**src/rtl/pdm_delay_sum_beamformer.sv**
```systemverilog
// Delay-and-sum beamformer for 1-bit PDM microphone arrays: per-channel programmable
// steering delay, bipolar summation, accumulate-and-dump decimation and an MSB-first serial copy.
module pdm_delay_sum_beamformer #(
  parameter int N_CH     = 16,
  parameter int DELAY_W  = 4,
  parameter int DEC_LOG2 = 6,
  parameter int OUT_W    = 16,
  localparam int CH_W    = (N_CH > 1) ? $clog2(N_CH) : 1
) (
  input  logic                    clk,
  input  logic                    rst_n,
  input  logic [N_CH-1:0]         pdm_in,
  input  logic                    pdm_stb,
  input  logic                    cfg_we,
  input  logic [CH_W-1:0]         cfg_ch,
  input  logic [DELAY_W-1:0]      cfg_delay,
  output logic                    pcm_valid,
  output logic signed [OUT_W-1:0] pcm_data,
  output logic                    ser_out,
  output logic                    ser_frame,
  output logic                    overrun
);

  localparam int CH_LOG2 = $clog2(N_CH);
  localparam int ACC_W   = CH_LOG2 + DEC_LOG2 + 1;
  localparam int TAP_W   = 2 ** DELAY_W;
  localparam int HIST_W  = TAP_W - 1;
  localparam int ONES_W  = CH_LOG2 + 1;
  localparam int SUM_W   = CH_LOG2 + 2;
  localparam int CNT_W   = $clog2(OUT_W + 1);

  if (ACC_W > OUT_W) begin : g_chk_width
    $error("pdm_delay_sum_beamformer: ACC_W exceeds OUT_W");
  end
  if ((N_CH < 2) || (N_CH > 64) || ((N_CH & (N_CH - 1)) != 0)) begin : g_chk_nch
    $error("pdm_delay_sum_beamformer: N_CH must be a power of two in 2..64");
  end

  logic [HIST_W-1:0]  hist    [N_CH];
  logic [DELAY_W-1:0] dly     [N_CH];
  logic [DELAY_W-1:0] dly_eff [N_CH];
  logic [TAP_W-1:0]   tap     [N_CH];
  logic [N_CH-1:0]    sel;
  logic [ONES_W-1:0]  ones;
  logic signed [SUM_W-1:0] s_comb;

  logic signed [SUM_W-1:0] s_q;
  logic                    s_vld;
  logic                    s_last;
  logic [DEC_LOG2-1:0]     fcnt;

  logic signed [ACC_W-1:0] acc;
  logic signed [ACC_W:0]   acc_sum;
  logic [ACC_W-1:0]        acc_sat;
  logic [ACC_W-1:0]        dump_q;
  logic                    dump_vld;

  logic [OUT_W-1:0] sh_reg;
  logic [CNT_W-1:0] sh_cnt;

  // A write in the same cycle as a strobe bypasses the delay register.
  always_comb begin
    sel = '0;
    for (int ch = 0; ch < N_CH; ch++) begin
      dly_eff[ch] = (cfg_we && (cfg_ch == CH_W'(ch))) ? cfg_delay : dly[ch];
      tap[ch]     = {hist[ch], pdm_in[ch]};
      sel[ch]     = tap[ch][dly_eff[ch]];
    end
  end

  always_ff @(posedge clk or negedge rst_n) begin
    if (!rst_n) begin
      for (int ch = 0; ch < N_CH; ch++) begin
        hist[ch] <= '0;
        dly[ch]  <= '0;
      end
    end else begin
      if (pdm_stb) begin
        for (int ch = 0; ch < N_CH; ch++) begin
          hist[ch] <= tap[ch][HIST_W-1:0];
        end
      end
      if (cfg_we) begin
        for (int ch = 0; ch < N_CH; ch++) begin
          if (cfg_ch == CH_W'(ch)) begin
            dly[ch] <= cfg_delay;
          end
        end
      end
    end
  end

  always_comb begin
    ones = '0;
    for (int ch = 0; ch < N_CH; ch++) begin
      ones = ones + ONES_W'(sel[ch]);
    end
  end

  assign s_comb = {ones, 1'b0} - SUM_W'(N_CH);

  // Frame counter runs down from all-ones; terminal count 0 marks the frame's last strobe.
  always_ff @(posedge clk or negedge rst_n) begin
    if (!rst_n) begin
      fcnt   <= '1;
      s_q    <= '0;
      s_vld  <= 1'b0;
      s_last <= 1'b0;
    end else begin
      s_vld <= pdm_stb;
      if (pdm_stb) begin
        s_q    <= s_comb;
        s_last <= (fcnt == '0);
        fcnt   <= fcnt - DEC_LOG2'(1);
      end
    end
  end

  assign acc_sum = (ACC_W + 1)'(acc) + (ACC_W + 1)'(s_q);

  always_comb begin
    acc_sat = acc_sum[ACC_W-1:0];
    if (acc_sum[ACC_W] != acc_sum[ACC_W-1]) begin
      acc_sat = acc_sum[ACC_W] ? {1'b1, {(ACC_W-1){1'b0}}} : {1'b0, {(ACC_W-1){1'b1}}};
    end
  end

  always_ff @(posedge clk or negedge rst_n) begin
    if (!rst_n) begin
      acc      <= '0;
      dump_q   <= '0;
      dump_vld <= 1'b0;
    end else begin
      dump_vld <= s_vld && s_last;
      if (s_vld) begin
        if (s_last) begin
          dump_q <= acc_sat;
          acc    <= '0;
        end else begin
          acc <= acc_sum[ACC_W-1:0];
        end
      end
    end
  end

  // Output word register and serializer; a reload while bits remain is an overrun.
  always_ff @(posedge clk or negedge rst_n) begin
    if (!rst_n) begin
      pcm_valid <= 1'b0;
      pcm_data  <= '0;
      sh_reg    <= '0;
      sh_cnt    <= '0;
      overrun   <= 1'b0;
    end else begin
      pcm_valid <= dump_vld;
      if (dump_vld) begin
        pcm_data <= OUT_W'(dump_q) << (OUT_W - ACC_W);
      end
      if (pcm_valid) begin
        sh_reg <= pcm_data;
        sh_cnt <= CNT_W'(OUT_W);
        if (sh_cnt != '0) begin
          overrun <= 1'b1;
        end
      end else if (sh_cnt != '0) begin
        sh_reg <= {sh_reg[OUT_W-2:0], 1'b0};
        sh_cnt <= sh_cnt - CNT_W'(1);
      end
    end
  end

  assign ser_out   = (sh_cnt != '0) & sh_reg[OUT_W-1];
  assign ser_frame = (sh_cnt == CNT_W'(OUT_W));

endmodule

```
**config.mk**
```make
export PLATFORM = sky130hd
export DESIGN_NAME = pdm_delay_sum_beamformer
export DESIGN_NICKNAME = d
export VERILOG_FILES = /design/src/rtl/pdm_delay_sum_beamformer.sv
export SDC_FILE = /design/constraint.sdc
export NUM_CORES = 1
export LEC_CHECK = 0
export CAP_MARGIN = 20
export CORE_MARGIN = 3
export CORE_UTILIZATION = 50
export CTS_CLUSTER_SIZE = 24
export DETAILED_ROUTE_END_ITERATION = 12
export GPL_ROUTABILITY_DRIVEN = 1
export PLACE_DENSITY = 0.79
export RECOVER_POWER = 100
export SYNTH_ARGS = -nofsm -noshare
export SYNTH_HDL_FRONTEND = slang
export SYNTH_SLANG_ARGS = --single-unit
```
**constraint.sdc**
```tcl
create_clock -name clk -period 11 [get_ports clk]
set_input_delay 2.2 -clock clk [delete_from_list [all_inputs] [get_ports clk]]
set_output_delay 2.2 -clock clk [all_outputs]
set_load 0.02 [all_outputs]
```
==> summary.md <==
| Metric | Value |
|---|---|
| CTS tree | `yes` |
| # clock sinks | `around 370` |
| IO Count | `between 40 and 50` |
| Crit Path Category | `primary input to flip-flop` |
| Crit Path Max Fanout | `12` |
| Std-Cell Rows | `68` |
| Post-Route WL | `around 38 mm` |
| Core Area | `roughly 35,000 sq um` |
| Area share of fa/ha/maj cells after synthesis | `under 10%` |
| Top delay family on crit path | `adder cells` |
| Asr flop ratio synth | `100%` |
| Worst path bufs/invs | `5` |
| Vias in the first global route | `12,000` |
| Hold Crit Class | `flip-flop to flip-flop` |
| Syn_area_per_cell | `roughly 12 sq um` |
| Final core utilization | `~57%` |
| Critical Path RT | `11.40 ns` |
| Final Hold Fails | `0` |
| Pwr dens | `~280 nW/um^2` |
| Failing checks | `max-capacitance violations, max-slew violations` |
| First-pass GRT wire length | `about 62 mm` |
| Max_slew headroom | `-369%` |
| Sw frac | `approximately 34%` |
| Clock skew | `about 0.011 ns` |
| GPL Wtd Cong | `0.906` |
| Critical-path cell list | `dlygate4sd3_1 > nor2_1 > nand2_1 > mux2i_1 > mux4_2 > and2_0 > nor4_1 > fa_1 > inv_1 > fa_1 > fa_1 > inv_1 > fa_1 > inv_1 > ha_1 > inv_1 > fa_1 > o21ai_0 > xnor2_1 > nor2_1 > mux2_2` |
| Status | `finished, violations left` |
| Cells after Synth | `1,506` |
| Most common cell on crit path | `fa_1` |
| Ranking of synthesized cells by area | `dfrtp_1 (50%), mux2_2 (17%), mux2i_1 (3.0%), nand2_1 (2.5%), a211oi_1 (2.2%)` |
| Slowest CP cell | `dlygate4sd3_1` |
| Worst skew pair latency | `roughly 0.53 ns` |
| Grt ovf | `0` |
| NetSw | `just under 2 mW` |
| DP HPWL | `around 25 mm` |
| Layout cells sized above 1 | `about a quarter` |
| Clock network fraction of design power | `about a quarter` |
| FF+latch count, synth | `368` |
| Largest area contributor in the netlist | `dfrtp_1` |
| EDFF count, synth | `0` |
| Cell-internal power | `between 3 and 4 mW` |
| Max clock buf depth | `3` |
| Total GRT Usage | `19.6%` |
| Startpoint types | `primary input` |
| Hold_buf cts | `0` |
| NumNets Final | `between 1,500 and 2,000` |
| Worst Tran Pin Value | `between 7 and 8 ns` |
| # setup viols final | `0` |
| Initial Utilization | `51.3%` |
| Unique masters post-synth | `between 70 and 80` |
| Die width | `195 microns` |
| Worst r2r src | `dly[60]` |
| Antenna viol nets, final | `0` |
| First DRT Iteration DRCs | `slightly below 900` |
| Die height | `195 microns` |
| Comb power frac | `37.7%` |
| CTS clk-pin slew, worst paths | `approximately 0.06 ns` |
| Most frequent cell after synthesis | `dfrtp_1` |
| Dominant register cell in the synthesized netlist | `dfrtp_1` |
| Mean routed wirelength per cell | `between 15 and 20 microns` |
| Post-cts sizing count | `0` |
| Most flop-heavy register | `hist` |
| Fin. max-slew vios | `266` |
| Yosys warning count | `0` |
| Max-capacitance violation count | `2` |
| Top cells by count, synth | `dfrtp_1 (362), mux2_2 (266), nand2_1 (118)` |
| Crit end category | `flip-flop` |
| Area share of the largest cell type after synthesis | `roughly half` |
| Inst Count DP | `approximately 1,900` |
| WP data arrival | `between 9 and 10 ns` |
| H-tree lvl count | `2` |
| Flop pwr share | `a little under two fifths` |
| Xor/xnor share of the synthesized area | `0.879%` |
| Via count | `between 10,000 and 15,000` |
| CP peak stage delay | `between 0.6 and 0.7 ns` |
| Hold_sp | `overrun` |
| Max FFs per register | `240` |
| Leading registers by flop count | `hist (240), dly (64)` |
| Beginning of the critical path | `cfg_ch[1]` |
| Fmax | `between 100 and 150 MHz` |
| Port bufs | `42` |
| Simple-gate share of the synthesized area | `~8.8%` |
| Post-synthesis sequential area ratio | `approximately half` |
| Vias per cell | `between 5 and 6` |
| Setup Fix Bufs, Post-CTS | `0` |
| CTS Buf Count | `40` |
| # DRC | `0` |
| Area Growth Syn to Fin | `11.4%` |
| Largest family of logic cells by synthesized area | `multiplexers` |
| Largest net degree at the start of global routing | `157` |
| Post-route setup TNS | `0 ns` |
| Initial antenna violation count | `1` |
| Synth Cell Area | `17,900 sq um` |
| CTS root buffer | `clkbuf_16` |
| Post-synthesis compound-gate area fraction | `around 11%` |
| Worst VDD drop | `between 0.2 and 0.3 mV` |
| RSZ-0062 raised after global routing | `no` |
| Final period util | `a little under 80%` |
| Mux cell area share after synthesis | `between 20% and 30%` |
| Post-route insts no fill | `roughly 2,000` |
| Min cycle time layout | `about 8.6 ns` |
| Leak Pwr | `between 8 and 9 nW` |
| Die ar. | `roughly 38,000 sq um` |
| Drt pass-1 iters | `5` |
-- area by class of cell --
class,instances,area (sq um)
multi-input combinational,996,8080
sequential,368,9220
fill,2734,15000
timing repair buffer,51,484
antenna,1,2.50
tap,455,569
clock inverter,8,158
clock buffer,62,1210
inverter,74,278
-- power by group through the flow --
stage	clock [mW]	sequential, mW	combinational, mW
after floorplan	0	2.09	1.64
after global placement	0	2.16	2.01
after detailed placement	0	2.19	2.12
after CTS	1.40	2.18	2.16
after global routing	1.45	2.25	2.40
final	1.37	2.18	2.14
-- worst reg2reg max path, stage by stage, from the launching register on --
cell and delay, ns:
dfrtp_1 0.37, mux2i_1 0.56, mux4_2 0.59, and2_0 0.17, nor4_1 0.38, fa_1 0.48
inv_1 0.14, fa_1 0.45, fa_1 0.49, inv_1 0.05, fa_1 0.44, inv_1 0.08
ha_1 0.17, inv_1 0.06, fa_1 0.45, o21ai_0 0.22, xnor2_1 0.14, nor2_1 0.05
mux2_2 0.25
-- routing by layer --
metal	vias to the layer above	track usage [%]	wire length [microns]
met1	5968	26.3	16600
met3	100	3.78	2030
li1	5525	-	-
met4	2	6.84	1210
met5	-	0	8
met2	298	32.2	17800
-- placed cells by master (no fill, tap or decap), drive strengths merged, types with 6 or more instances in the layout --
master,n
fa,11
mux2i,57
a221o,9
a31o,8
clkdlybuf4s50,23
nand3b,16
clkbuf,65
a21oi,29
and3,25
nand4,11
o211ai,10
a21boi,15
and2,10
ha,19
a211oi,54
dlygate4sd3,17
inv,72
mux4,16
a311o,10
nor2,65
buf,8
dfrtp,362
a31oi,34
a211o,13
xnor2,14
o21ai,87
dfstp,6
mux2,266
nor2b,11
nand2,122
a311oi,9
nand3,17
-- cells by family (layout without fill, tap and decap cells) --
| logic type | after synthesis | count (layout) |
|---|---|---|
| other | 1 | 6 |
| flip-flops | 368 | 368 |
| AND/OR/NAND/NOR | 311 | 311 |
| XOR/XNOR | 18 | 18 |
| buffers and inverters | 146 | 195 |
| AO/OA/AOI/OAI | 293 | 293 |
| multiplexers | 339 | 339 |
| adder cells (fa/ha/maj) | 30 | 30 |
-- final timing paths --
kind	endpoint	slack [ns]	cells past startpoint
worst max-delay path	s_q[5]	2.37	21
worst min-delay path	overrun	0.48	1
worst max register to register	s_q[5]	5.35	18
worst min register to register	overrun	0.48	1
max in group asynchronous	hist[77]	2.74	1
min in group asynchronous	hist[139]	4.34	1
-- per-stage QoR --
step	setup slack (ns)	area (sq um)	hold WS [ns]	total power, mW
after floorplan	3.57	18000	0.380	3.73
after global routing	1.27	20000	0.509	6.09
after CTS	2.87	20100	0.493	5.73
final	2.37	20000	0.482	5.69
after detailed placement	2.32	18700	0.480	4.31
after global placement	2.54	18700	0.459	4.18
Note: power is estimated with default switching activity, not from simulation.
==> variant 1 (same settings) <==
Put a register stage on the outputs `ser_out` and `ser_frame`, without a reset. The values now appear one clock later. The other outputs are not delayed to match.
--- a/src/rtl/pdm_delay_sum_beamformer.sv
+++ b/src/rtl/pdm_delay_sum_beamformer.sv
@@ -169,8 +169,10 @@
     end
   end
 
-  assign ser_out   = (sh_cnt != '0) & sh_reg[OUT_W-1];
-  assign ser_frame = (sh_cnt == CNT_W'(OUT_W));
+  always_ff @(posedge clk) begin
+    ser_out   <= (sh_cnt != '0) & sh_reg[OUT_W-1];
+    ser_frame <= (sh_cnt == CNT_W'(OUT_W));
+  end
 
 endmodule
 
Check against the original RTL: same outputs for any inputs over 10 cycles, from zero or initial values and one cycle with rst_n low; that may be too few to reach the edited logic, so the function may still have changed.
==> variant 1 against the original RTL <==
  * The run still ends with capacitance limit, slew limit left
  * Total power up 1.4%
  * Clock skew up 5.0 ps
  * Non-clock buffer count unchanged
  * Design area up 0.58%
  * Setup slack worse by 450 ps
  * Sequential cell count up 2
  * Routed wire length up 2.5%
  * Largest cell class unchanged
  * Area after synthesis up 0.22%
  * Hold slack worse by 4.2 ps
  * Clock power up 5%
==> variant 1: results (changes against the original RTL) <==
INFO  metric critPathMaxStageDelay = 3540 ps (+2880 ps)
INFO  metric drt_pre_antenna_iters = 7 (+2)
INFO  metric drt_iter0_markers = 974 (+8.8%)
INFO  metric gp_routability_congestion = 0.862 (-4.8%)
INFO  metric status = complete, but fails checks
INFO  metric grt.met3_usage = 2.78% (-1.0 points)
INFO  metric critical_path.top_delay_family = buffers and inverters
INFO  metric vdd_drop_max = 0.000252 V (-11%)
INFO  metric wl_met2 = 18.8 mm (+5.9%)
INFO  metric grt_max_degree = 165 (+5.1%)
INFO  metric synthXorXnorAreaFrac = 0.877% (-0.0020 points)
INFO  metric first_global_vias = 12100 (+1.5%)
INFO  metric violations = capacitance limit, slew limit
INFO  metric dr_wl_met3 = 1.93 mm (-4.7%)
INFO  metric num-nets-final = 1590 (+0.063%)
INFO  metric detailedPlacementHpwl = 25.4 mm (+0.72%)
INFO  metric maxSlewViolCount = 397 (+49%)
INFO  metric dp_cells = 1945 (+0.051%)
INFO  metric async_reset_ff_share = 99.5% (-0.54 points)
INFO  metric timing.max_cap.violations = 4 (+2)
INFO  metric synth_cells = 1508 (+0.13%)
INFO  metric placement.cell_area = 18800 sq um (+0.17%)
INFO  metric synth.area.top_cells = dfrtp_1 50%, mux2_2 17%, mux2i_1 3.0%
INFO  metric grt_first_pass_wirelength = 63.2 mm (+1.9%)
INFO  metric p_clk = 1440 uW (+5%)
[variant 1: cell types whose count changed in the layout (fill, tap and decap cells not counted), sizes merged, moves of 2 or more]
cell	change
dfxtp	+2
clkinv	+7
buf	-2
bufinv	+4
clkbuf	-6
[variant 1: worst paths after layout]
kind / startpoint / end / slack, ps
max reg2reg: dly[60] / s_q[5] / 5310
min reg2reg: dump_q[0] / dump_q[0] / 480
min: dump_q[0] / dump_q[0] / 480
max: pdm_stb / hist[210] / 1920
max in group asynchronous: rst_n / hist[10] / 3210
min in group asynchronous: rst_n / hist[141] / 4140
[variant 1: final cells by class]
| cell class | instances | area [sq um] |
|---|---|---|
| clock inverters | 17 | 300 |
| multi-input cells | 996 | 8080 |
| inverters | 74 | 278 |
| repair buffers | 51 | 497 |
| well taps | 455 | 569 |
| flip-flops and latches | 370 | 9260 |
| fillers | 2760 | 14900 |
| clock buffers | 54 | 1120 |
| diodes | 2 | 5.00 |
==> variant 2 (config.mk and constraints unchanged) <==
Made on the original files. Set the parameter `DEC_LOG2` to 8 (it was 6).
--- a/src/rtl/pdm_delay_sum_beamformer.sv
+++ b/src/rtl/pdm_delay_sum_beamformer.sv
@@ -3,7 +3,7 @@
 module pdm_delay_sum_beamformer #(
   parameter int N_CH     = 16,
   parameter int DELAY_W  = 4,
-  parameter int DEC_LOG2 = 6,
+  parameter int DEC_LOG2 = 8,
   parameter int OUT_W    = 16,
   localparam int CH_W    = (N_CH > 1) ? $clog2(N_CH) : 1
 ) (
Formal check against the unedited RTL: no difference found for any inputs over 10 cycles, from zero or initial values and one cycle with rst_n low; that may be too few to reach the edited logic, so the function may still have changed.
==> variant 2 against the original RTL <==
  * The flow still finishes with violations (capacitance limit, slew limit)
  * Die area is 2.4% lower
  * Critical endpoint is now hist[123]
  * Setup slack improved by 170 ps
  * Area after synthesis down 2.5%
  * Design area decreased by 2.0%
  * Sequential cell count up 10
  * Routed wire length down 18%
  * First-iteration DRC count shrank 58%
  * Total power is 9.3% higher
==> variant 2: results (changes against the original RTL) <==
INFO  metric reg2regPathDepth = 17 (-1)
INFO  metric switching_share = 34.5% (+0.74 points)
INFO  metric maxSlewViolCount = 391 (+47%)
INFO  metric r2r_start = dly[48]
INFO  metric overall_global_routing_usage = 17.2% (-2.5 points)
INFO  metric clock_insertion_delay_worst_skew = 550 ps (+20 ps)
INFO  metric dpl_worst_slack = 2640 ps (+318 ps)
INFO  metric critical_path.max_fanout = 97 (+85)
INFO  metric grt.met3_usage = 3.25% (-0.52 points)
INFO  metric cp-endpoint = hist[123]
INFO  metric ys_seq_area_share = 54.1% (+2.7 points)
INFO  metric final.fill_count = 2687 (-1.7%)
INFO  metric timing.max_cap.violations = 5 (+3)
INFO  metric hold-path-cell-count = 2 (+1)
INFO  metric critPathMaxStageDelay = 3460 ps (+2800 ps)
INFO  metric min_delay_worst_endpoint = dump_q[0]
INFO  metric drt_pre_antenna_iters = 4 (-1)
INFO  metric first_global_vias = 10000 (-16%)
INFO  metric flop2flop_setup_slack = 5720 ps (+370 ps)
INFO  metric violations = capacitance limit, slew limit
INFO  metric grt_max_degree = 98 (-38%)
INFO  metric grtUsageMet1 = 23.5% (-2.9 points)
INFO  metric clock_area_share = 6.74% (-0.083 points)
INFO  metric drt_iter0_markers = 379 (-58%)
INFO  metric status = complete, but fails checks
INFO  metric yosys.cell_types.count = 59 (-23%)
INFO  metric wirelength = 30.8 mm (-18%)
INFO  metric setup_slack = 2540 ps (+174 ps)
INFO  metric numClockSinks = 378 (+2.7%)
INFO  metric post_route_cells_drive_above_1_share = 31.8% (+7.8 points)
INFO  metric wire_per_inst = 17.7 microns (-5.1%)
INFO  metric placeableCoreArea = 34000 sq um (-2.7%)
INFO  metric nNonClkBuffers = 55 (+7.8%)
INFO  metric netlist_top_cells_count = 370 x dfrtp_1, 277 x mux2_2, 99 x mux2i_1, 76 x inv_1, 63 x mux4_2
INFO  metric num-multi-input-gates = 711 (-29%)
INFO  metric placement.cell_area = 18400 sq um (-1.9%)
INFO  metric hold_path_startpoint = dump_q[0]
INFO  metric clkbuf_count = 57 (-8.1%)
INFO  metric avg_synthesized_cell_area = 14.4 sq um (+21%)
==> variant 2: changes by cell type in the layout (fill, tap and decap cells not counted), sizes merged, moves of 13 or more <==
| cell | delta |
|---|---|
| and3 | -22 |
| mux2i | +50 |
| a211oi | -52 |
| nand2 | -79 |
| nor2 | -34 |
| a21boi | -15 |
| a31oi | -33 |
| nand3 | -13 |
| mux4 | +48 |
| o21ai | -59 |
==> variant 2: logic make-up (layout without fill, tap and decap cells) <==
kind of cell / Yosys count / in the layout / share of synthesized area (%)
AOI/OAI and AO/OA: 88 / 88 / 3.07
xor gates and xnor gates: 19 / 19 / 0.951
adders and majority gates: 36 / 36 / 2.99
buffers and inverters: 129 / 200 / 2.88
DFF: 378 / 378 / 54.1
muxes: 448 / 448 / 32.5
other: 1 / 4 / 0.0214
and+or+nand+nor: 117 / 117 / 3.45
==> variant 2: worst reg2reg max path, delay by kind of cell, from the launching register on <==
kind                     cells  cell delay, ps
adder cells (fa/ha/maj)      6            2680
buffers and inverters        2              90
multiplexers                 5            1680
XOR/XNOR                     1             140
AND/OR/NAND/NOR              3             190
flip-flops                   1             360
==> variant 2: power groups by stage <==
| stage | registers (uW) | clock network, uW | logic, uW |
|---|---|---|---|
| after CTS | 2250 | 1370 | 2680 |
| after global placement | 2240 | 0 | 2550 |
| final | 2250 | 1340 | 2640 |
| after global routing | 2310 | 1430 | 2970 |
| after floorplan | 2170 | 0 | 2080 |
| after detailed placement | 2260 | 0 | 2630 |
==> variant 2: routing by layer <==
metal  wire length [microns]  up-vias  part of all wire [%]
li1                        -     4471                     -
met1                   13700     5027                    45
met2                   15200      131                    49
met3                    1230       50                   4.0
met4                     605        2                   2.0
met5                       7        -                 0.023
